$ cat src/rtl/bp_be_pkg.sv
// Shared types for the loop trip estimator: processor config, branch compare and state enums.
// Also holds the operand-distance helper used by every channel.
package bp_be_pkg;

   typedef enum logic [0:0] {e_bp_default_cfg} bp_params_e;

   localparam int dpath_width_gp = 64;
   localparam int dword_width_gp = 64;

   typedef enum logic [2:0] {
      e_br_eq,
      e_br_ne,
      e_br_lt,
      e_br_ge,
      e_br_ltu,
      e_br_geu
   } bp_be_loop_br_e;

   typedef enum logic [2:0] {
      e_st_idle,
      e_st_seek,
      e_st_armed,
      e_st_calc,
      e_st_div,
      e_st_hold,
      e_st_ready
   } bp_be_loop_state_e;

   typedef enum logic [1:0] {
      e_div_idle,
      e_div_busy,
      e_div_done
   } bp_be_div_state_e;

   function automatic int bp_vaddr_width(bp_params_e cfg);
      case (cfg)
         e_bp_default_cfg: return 39;
         default:          return 39;
      endcase
   endfunction

   // Magnitude of a two's-complement difference.
   function automatic logic [dpath_width_gp-1:0] abs_diff(logic [dpath_width_gp-1:0] x,
                                                          logic [dpath_width_gp-1:0] y);
      logic [dpath_width_gp-1:0] d;
      d = x - y;
      return d[dpath_width_gp-1] ? (~d + 1'b1) : d;
   endfunction

endpackage

$ cat src/rtl/bp_be_loop_trip_div.sv
// Iterative restoring unsigned divider, one quotient bit per cycle.
// Result is valid for one cycle, width_p+1 cycles after the accepting cycle.
module bp_be_loop_trip_div
   import bp_be_pkg::*;
#(
   parameter int width_p = dpath_width_gp
)(
   input  logic               clk_i,
   input  logic               reset_i,
   input  logic               v_i,
   output logic               ready_o,
   input  logic [width_p-1:0] dividend_i,
   input  logic [width_p-1:0] divisor_i,
   output logic               v_o,
   output logic [width_p-1:0] quotient_o
);

   localparam int cnt_width_lp = $clog2(width_p);

   bp_be_div_state_e         r_state;
   logic [cnt_width_lp-1:0]  r_cnt;
   logic [width_p-1:0]       r_rem;
   logic [width_p-1:0]       r_quot;
   logic [width_p-1:0]       r_divisor;

   logic [width_p:0]         w_rem_sh;
   logic [width_p:0]         w_rem_sub;
   logic                     w_ge;

   assign w_rem_sh  = {r_rem, r_quot[width_p-1]};
   assign w_rem_sub = w_rem_sh - {1'b0, r_divisor};
   assign w_ge      = (w_rem_sh >= {1'b0, r_divisor});

   assign ready_o    = (r_state == e_div_idle);
   assign v_o        = (r_state == e_div_done);
   assign quotient_o = r_quot;

   always_ff @(posedge clk_i) begin
      if (reset_i) begin
         r_state   <= e_div_idle;
         r_cnt     <= '0;
         r_rem     <= '0;
         r_quot    <= '0;
         r_divisor <= '0;
      end else begin
         unique case (r_state)
            e_div_idle: begin
               if (v_i) begin
                  r_state   <= e_div_busy;
                  r_cnt     <= '0;
                  r_rem     <= '0;
                  r_quot    <= dividend_i;
                  r_divisor <= divisor_i;
               end
            end
            e_div_busy: begin
               r_rem  <= w_ge ? w_rem_sub[width_p-1:0] : w_rem_sh[width_p-1:0];
               r_quot <= {r_quot[width_p-2:0], w_ge};
               r_cnt  <= r_cnt + 1'b1;
               if (r_cnt == cnt_width_lp'(width_p - 1)) begin
                  r_state <= e_div_done;
               end
            end
            e_div_done: r_state <= e_div_idle;
            default:    r_state <= e_div_idle;
         endcase
      end
   end

   always_ff @(posedge clk_i) begin
      if (!reset_i && v_i && ready_o) begin
         assert (divisor_i != '0);
      end
   end

endmodule

$ cat src/rtl/bp_be_loop_trip_estimator.sv
// Multi-channel loop trip-count estimator: each channel finds the enclosing backward branch,
// samples its operands twice and divides the remaining distance by the per-iteration stride.
module bp_be_loop_trip_estimator
   import bp_be_pkg::*;
#(
   parameter bp_params_e bp_params_p    = e_bp_default_cfg,
   parameter int         channels_p     = 2,
   parameter int         output_range_p = 8,
   parameter int         default_trip_p = 128,
   localparam int        vaddr_width_p  = bp_vaddr_width(bp_params_p),
   localparam int        id_width_lp    = (channels_p > 1) ? $clog2(channels_p) : 1
)(
   input  logic                      clk_i,
   input  logic                      reset_i,
   input  logic                      br_v_i,
   input  logic [vaddr_width_p-1:0]  br_pc_i,
   input  bp_be_loop_br_e            br_op_i,
   input  logic [dword_width_gp-1:0] br_imm_i,
   input  logic [dpath_width_gp-1:0] rs1_i,
   input  logic [dpath_width_gp-1:0] rs2_i,
   input  logic                      start_v_i,
   input  logic [id_width_lp-1:0]    start_id_i,
   input  logic [vaddr_width_p-1:0]  striding_pc_i,
   input  logic                      confirm_v_i,
   input  logic [id_width_lp-1:0]    confirm_id_i,
   output logic                      v_o,
   output logic [id_width_lp-1:0]    id_o,
   output logic [output_range_p-1:0] trip_o,
   input  logic                      yumi_i
);

   bp_be_loop_state_e         r_state  [channels_p];
   logic                      r_lock   [channels_p];
   logic                      r_granted[channels_p];
   logic [vaddr_width_p-1:0]  r_spc    [channels_p];
   logic [vaddr_width_p-1:0]  r_pc     [channels_p];
   bp_be_loop_br_e            r_op     [channels_p];
   logic [dpath_width_gp-1:0] r_a1     [channels_p];
   logic [dpath_width_gp-1:0] r_b1     [channels_p];
   logic [dpath_width_gp-1:0] r_a2     [channels_p];
   logic [dpath_width_gp-1:0] r_b2     [channels_p];
   logic [dpath_width_gp-1:0] r_dist   [channels_p];
   logic [dpath_width_gp-1:0] r_stride [channels_p];
   logic [output_range_p-1:0] r_trip   [channels_p];
   logic [id_width_lp-1:0]    r_owner;

   logic                      r_v_o;
   logic [id_width_lp-1:0]    r_id_o;
   logic [output_range_p-1:0] r_trip_o;

   logic [channels_p-1:0]     w_start_hit;
   logic [channels_p-1:0]     w_confirm_hit;
   logic [channels_p-1:0]     w_yumi_hit;
   logic [channels_p-1:0]     w_grant;
   logic [channels_p-1:0]     w_rdy_next;
   logic                      w_sel_v;
   logic [id_width_lp-1:0]    w_sel_id;
   logic                      w_div_v;
   logic [id_width_lp-1:0]    w_grant_id;
   logic [dpath_width_gp-1:0] w_div_dividend;
   logic [dpath_width_gp-1:0] w_div_divisor;
   logic                      w_div_ready;
   logic                      w_div_done;
   logic [dpath_width_gp-1:0] w_div_quot;

   logic [dword_width_gp-1:0] w_br_target;
   logic                      w_br_swap;

   assign w_br_target = ({{(dword_width_gp - vaddr_width_p){1'b0}}, br_pc_i} + br_imm_i)
                        & ~dword_width_gp'(1);
   assign w_br_swap   = (br_op_i == e_br_lt) || (br_op_i == e_br_ltu);

   function automatic logic [output_range_p-1:0] sat_trip(logic [dpath_width_gp-1:0] q);
      if (q > dpath_width_gp'({output_range_p{1'b1}})) return '1;
      return q[output_range_p-1:0];
   endfunction

   // Iterating downwards lets the lowest index win both the divider grant and the output mux.
   always_comb begin
      w_div_v        = 1'b0;
      w_grant_id     = '0;
      w_div_dividend = '0;
      w_div_divisor  = '0;
      w_sel_v        = 1'b0;
      w_sel_id       = '0;
      w_start_hit    = '0;
      w_confirm_hit  = '0;
      w_yumi_hit     = '0;
      w_rdy_next     = '0;
      w_grant        = '0;
      for (int c = channels_p - 1; c >= 0; c--) begin
         w_start_hit[c]   = start_v_i && (start_id_i == id_width_lp'(c));
         w_confirm_hit[c] = confirm_v_i && (confirm_id_i == id_width_lp'(c));
         w_yumi_hit[c]    = yumi_i && r_v_o && (r_id_o == id_width_lp'(c));
         w_rdy_next[c]    = ((r_state[c] == e_st_hold) && r_lock[c]) ||
                            ((r_state[c] == e_st_ready) && !w_yumi_hit[c]);
         if (w_rdy_next[c]) begin
            w_sel_v  = 1'b1;
            w_sel_id = id_width_lp'(c);
         end
         if ((r_state[c] == e_st_div) && !r_granted[c] && w_div_ready) begin
            w_div_v        = 1'b1;
            w_grant_id     = id_width_lp'(c);
            w_div_dividend = r_dist[c];
            w_div_divisor  = r_stride[c];
         end
      end
      for (int c = 0; c < channels_p; c++) begin
         w_grant[c] = w_div_v && (w_grant_id == id_width_lp'(c));
      end
   end

   always_ff @(posedge clk_i) begin
      if (reset_i) begin
         for (int c = 0; c < channels_p; c++) begin
            r_state[c]   <= e_st_idle;
            r_lock[c]    <= 1'b0;
            r_granted[c] <= 1'b0;
            r_spc[c]     <= '0;
            r_pc[c]      <= '0;
            r_op[c]      <= e_br_eq;
            r_a1[c]      <= '0;
            r_b1[c]      <= '0;
            r_a2[c]      <= '0;
            r_b2[c]      <= '0;
            r_dist[c]    <= '0;
            r_stride[c]  <= '0;
            r_trip[c]    <= '0;
         end
         r_owner  <= '0;
         r_v_o    <= 1'b0;
         r_id_o   <= '0;
         r_trip_o <= '0;
      end else begin
         for (int c = 0; c < channels_p; c++) begin
            if (w_yumi_hit[c]) begin
               r_state[c] <= e_st_idle;
               r_lock[c]  <= 1'b0;
            end else if (w_start_hit[c] && !r_lock[c]) begin
               r_state[c]   <= e_st_seek;
               r_lock[c]    <= w_confirm_hit[c];
               r_granted[c] <= 1'b0;
               r_spc[c]     <= striding_pc_i;
               r_pc[c]      <= '0;
               r_op[c]      <= e_br_eq;
               r_a1[c]      <= '0;
               r_b1[c]      <= '0;
               r_a2[c]      <= '0;
               r_b2[c]      <= '0;
               r_dist[c]    <= '0;
               r_stride[c]  <= '0;
               r_trip[c]    <= '0;
            end else begin
               if (w_confirm_hit[c] && (r_state[c] != e_st_idle)) r_lock[c] <= 1'b1;
               unique case (r_state[c])
                  e_st_idle: ;
                  e_st_seek: begin
                     if (br_v_i && br_imm_i[dword_width_gp-1] &&
                         (w_br_target <= {{(dword_width_gp - vaddr_width_p){1'b0}}, r_spc[c]}))
                     begin
                        r_pc[c]    <= br_pc_i;
                        r_op[c]    <= br_op_i;
                        r_a1[c]    <= w_br_swap ? rs2_i : rs1_i;
                        r_b1[c]    <= w_br_swap ? rs1_i : rs2_i;
                        r_state[c] <= e_st_armed;
                     end
                  end
                  e_st_armed: begin
                     if (br_v_i && (br_pc_i == r_pc[c])) begin
                        if ((r_op[c] == e_br_lt) || (r_op[c] == e_br_ltu)) begin
                           r_a2[c] <= rs2_i;
                           r_b2[c] <= rs1_i;
                        end else begin
                           r_a2[c] <= rs1_i;
                           r_b2[c] <= rs2_i;
                        end
                        r_state[c] <= e_st_calc;
                     end
                  end
                  e_st_calc: begin
                     // Exactly one operand must move per iteration for the count to be defined.
                     if ((r_a2[c] != r_a1[c]) == (r_b2[c] != r_b1[c])) begin
                        r_trip[c]  <= output_range_p'(default_trip_p);
                        r_state[c] <= e_st_hold;
                     end else begin
                        r_dist[c]   <= abs_diff(r_a2[c], r_b2[c]);
                        r_stride[c] <= (r_a2[c] != r_a1[c]) ? abs_diff(r_a2[c], r_a1[c])
                                                            : abs_diff(r_b2[c], r_b1[c]);
                        r_state[c]  <= e_st_div;
                     end
                  end
                  e_st_div: begin
                     if (w_grant[c]) begin
                        r_granted[c] <= 1'b1;
                     end else if (r_granted[c] && w_div_done &&
                                  (r_owner == id_width_lp'(c))) begin
                        r_granted[c] <= 1'b0;
                        r_trip[c]    <= sat_trip(w_div_quot);
                        r_state[c]   <= e_st_hold;
                     end
                  end
                  e_st_hold: begin
                     if (r_lock[c]) r_state[c] <= e_st_ready;
                  end
                  e_st_ready: ;
                  default: r_state[c] <= e_st_idle;
               endcase
            end
         end
         if (w_div_v) r_owner <= w_grant_id;
         // Outputs track the post-edge channel states so a freed slot is refilled at once.
         r_v_o    <= w_sel_v;
         r_id_o   <= w_sel_v ? w_sel_id : '0;
         r_trip_o <= w_sel_v ? r_trip[w_sel_id] : '0;
      end
   end

   assign v_o    = r_v_o;
   assign id_o   = r_id_o;
   assign trip_o = r_trip_o;

   bp_be_loop_trip_div #(
      .width_p(dpath_width_gp)
   ) u_div (
      .clk_i     (clk_i),
      .reset_i   (reset_i),
      .v_i       (w_div_v),
      .ready_o   (w_div_ready),
      .dividend_i(w_div_dividend),
      .divisor_i (w_div_divisor),
      .v_o       (w_div_done),
      .quotient_o(w_div_quot)
   );

endmodule

$ cat config.mk
export PLATFORM = sky130hd
export DESIGN_NAME = bp_be_loop_trip_estimator
export DESIGN_NICKNAME = d
export VERILOG_FILES = /design/src/rtl/bp_be_pkg.sv /design/src/rtl/bp_be_loop_trip_div.sv /design/src/rtl/bp_be_loop_trip_estimator.sv
export SDC_FILE = /design/constraint.sdc
export NUM_CORES = 2
export LEC_CHECK = 0
export CAP_MARGIN = 40
export CORE_UTILIZATION = 49
export DETAILED_ROUTE_END_ITERATION = 16
export PLACE_DENSITY_LB_ADDON = 0.15
export SLEW_MARGIN = 0
export SYNTH_ARGS = -nofsm -noshare
export SYNTH_HDL_FRONTEND = slang
export SYNTH_SLANG_ARGS = --single-unit
export TNS_END_PERCENT = 30
$ cat constraint.sdc
create_clock -name clk_i -period 20.9 [get_ports clk_i]
set_clock_uncertainty 0.2 [all_clocks]
set_input_delay 3.135 -clock clk_i [delete_from_list [all_inputs] [get_ports clk_i]]
set_output_delay 3.135 -clock clk_i [all_outputs]
set_load 0.01 [all_outputs]
==> results.cfg <==
[cts]
clkLatencyLatePin_ns = 0.84
cts_root_buffer = clkbuf_16
htreeDepth = 4
cts_resized = 0
cts_buffers = 138
cts_tree = done
holdBufCountCts = 0
clkSlewWorstSetupHoldPaths_ns = 0.06
clock_sinks = 1167
cts.path.max_buffers = 3
post_cts_buffers = 0

[placement]
globalplace.congestion = 1.088
numPortBuffers = 290
hpwl_um = 335200

[critical_path]
worstSetupPathType = input pin to flip-flop
critical_path.startpoint = br_pc_i[1]
startpoint_type = input pin
critical_path_required_ns = 21.13
crit_buf_inv = 4
critPathTopFamily = compound AO/OA/AOI/OAI gates
path_depth = 31
critPathCaptureType = flip-flop
cp.arrival_ns = 11.82
r2r_cells = 11
slowest_stage = buf_4
rr_startpoint = r_b2[0][12]$_SDFFCE_PP0P_
max_stage_delay_ns = 0.79
cp-endpoint = r_a1[1][14]$_SDFFCE_PN0P_
crit_path_max_fanout = 57
ff2ff_setup_slack_ns = 13.05
rr_endpoint = r_stride[0][53]$_SDFFCE_PN0P_
crit_top_cell = a21oi_1

[routing]
drc = 0
ant_nets = 0
wirelength_um = 413200
via_per_inst = 6.519
wire_per_inst_um = 29.67
via_count = 90799
dr.pass1.iters = 9
drt_iter0_drc = 12517

[power_and_ir_drop]
ir_drop_mv = 0.2065
p_total_mw = 9.962
p_per_area_nw_per_um2 = 96.32
p_leak_nw = 41.29

[logic_synthesis]
synth_ff_type = edfxtp_1
synth_area_per_cell_um2 = 8.238
yosysTopAreaCellShare_pct = 31.05
yosysWarningCount = 0
async_flop_share_pct = 0
yosysTopAreaCell = edfxtp_1
synth_area_um2 = 92450
yosysSeqAreaShare_pct = 35.62
syn_nets = 12074
synth_cell_types = 102
synth_area_leaders = edfxtp_1 (31%), ha_1 (7.6%), nor2_1 (5.9%), a21oi_1 (5.8%), nand2_1 (5.5%)
synth_top_cells_by_count = nor2_1 (1,454), nand2_1 (1,346), a21oi_1 (1,063)
synth_edf_count = 956
synth_cells = 11222
yosysMostFrequentCell = nor2_1
ys_ff_latch = 1167

[timing]
worstMarginPinSlew_ns = 1.304
hold_viol = 0
rsz0062_at_grt = false
period_share_pct = 55.46
period_minus_slack_ns = 11.59
relSlewSlack_pct = 13.04
finalMaxSlewViolations = 0
tns_ns = 0
timing.fmax_mhz = 86.27
setup_viol = 0

[final_layout]
nFillCells = 17367
area_delta_synth_final_pct = 11.87
register_area_um2 = 32930
drive_gt1_share_pct = 5.091
multi_input_area_um2 = 55120
postLayoutCoreUtil_pct = 55.13
nNetsFinal = 12154

[grt]
grt_max_degree = 144
antenna_found_initial = 34
grt-ovfl-total = 0
grt_pass1_wl_um = 580600
grt_pass1_vias = 82358
grt_util_all_layers_pct = 41.69

[floorplan]
rows = 159
start_util_pct = 49.28
die_w_um = 436.4
fp.dieArea_um2 = 190400
die-height_um = 436.4
ios = 291
core_area_um2 = 187600

[run_status]
outcome = complete, no violations

[hold_path]
worstHoldPathType = flip-flop to flip-flop

[flow_run]
drv_cap = 0
where the power goes:
| group | internal (mW) | switching [mW] | total [mW] |
|---|---|---|---|
| clock | 1.43 | 1.11 | 2.54 |
| sequential | 2.69 | 0.141 | 2.83 |
| combinational | 1.70 | 2.89 | 4.59 |
| total | 5.83 | 4.14 | 9.96 |
sequential cells by signal, summed over array words and instances, names as in the netlist, 8 cells and up:
name	cells
r_spc	78
u_div.quotient_o	64
r_dist	128
r_stride	128
r_pc	78
r_b1	128
r_a1	128
r_trip	16
trip_o	8
r_b2	128
u_div.r_rem	64
r_a2	128
u_div.r_divisor	64
through the flow:
step | std cells | worst slack, ns | hold slack [ns] | cell area (µm²)
after floorplan | 11222 | 8.650 | 0.2456 | 92450
after global placement | 13565 | 7.899 | 0.2605 | 97690
after detailed placement | 13653 | 8.585 | 0.2711 | 98650
after CTS | 13903 | 9.412 | 0.2815 | 103400
after global routing | 13909 | 8.812 | 0.3085 | 103400
final | 13929 | 9.308 | 0.2793 | 103400
kinds of logic (layout without fill, tap and decap cells):
family | Yosys count | count (layout) | share of synthesized area [%]
mux | 197 | 197 | 2.146
buf+inv | 1278 | 1468 | 5.217
fa+ha+maj | 571 | 571 | 7.793
flops | 1167 | 1167 | 35.62
xor+xnor | 786 | 786 | 7.446
simple gates | 4167 | 4167 | 20.58
other cells | 0 | 22 | 0
compound gates | 3056 | 3056 | 21.19
worst reg2reg max path: stages (launching register included):
cell	delay (ns)
edfxtp_1	0.41
ha_1	0.52
nand4_1	0.36
or4b_2	0.75
nor4_1	0.88
nand4_1	0.43
xnor2_1	0.74
nand3_4	0.72
buf_4	0.63
inv_1	0.56
nand2_1	0.51
o22ai_1	0.82
layer usage:
metal	vias up	wire, µm	global-route usage, %	part of all wire [%]
li1	40685	-	-	-
met4	14	33120	28.91	8.0
met1	43786	164900	54.93	40
met5	-	106	0	0.026
met2	5331	172200	60.37	42
met3	983	42960	9.634	10
cell type report:
cell class	instances	share of cell area, %
antenna	22	0.05323
clock buffer	170	3.532
clock inverter	80	1.016
inverter	719	2.609
multi-input combinational	8777	53.30
sequential	1167	31.84
tap	2495	3.018
timing repair buffer	499	4.632
cell usage in the layout, fill, tap and decap left out, drive strengths merged, types with 117 or more instances in the layout:
cell type / netlist / final
clkbuf: 524 / 171
and2: 120 / 120
a21o: 292 / 292
inv: 719 / 727
ha: 563 / 563
nand3: 173 / 173
dfxtp: 211 / 211
a211oi: 149 / 149
nor2: 1456 / 1456
xor2: 300 / 300
xnor2: 486 / 486
nand2: 1346 / 1346
clkdlybuf4s50: 0 / 289
mux2i: 187 / 187
nor4: 117 / 117
o21ai: 528 / 528
nor3: 220 / 220
nand4: 207 / 207
buf: 35 / 209
a21oi: 1065 / 1065
edfxtp: 956 / 956
worst min path at each step:
stage                            startpoint                      endpoint  slack, ns  cells after the start
2_1_floorplan  u_div.r_rem[17]$_SDFFE_PP0P_  u_div.r_rem[17]$_SDFFE_PP0P_       0.25                      2
3_3_place_gp   u_div.r_rem[32]$_SDFFE_PP0P_  u_div.r_rem[32]$_SDFFE_PP0P_       0.26                      2
3_5_place_dp   u_div.r_rem[18]$_SDFFE_PP0P_  u_div.r_rem[18]$_SDFFE_PP0P_       0.27                      2
4_1_cts        u_div.r_rem[18]$_SDFFE_PP0P_  u_div.r_rem[18]$_SDFFE_PP0P_       0.28                      2
5_1_grt        u_div.r_rem[18]$_SDFFE_PP0P_  u_div.r_rem[18]$_SDFFE_PP0P_       0.31                      2
6_report       u_div.r_rem[18]$_SDFFE_PP0P_  u_div.r_rem[18]$_SDFFE_PP0P_       0.28                      2
Power figures use the tool's default switching activity.
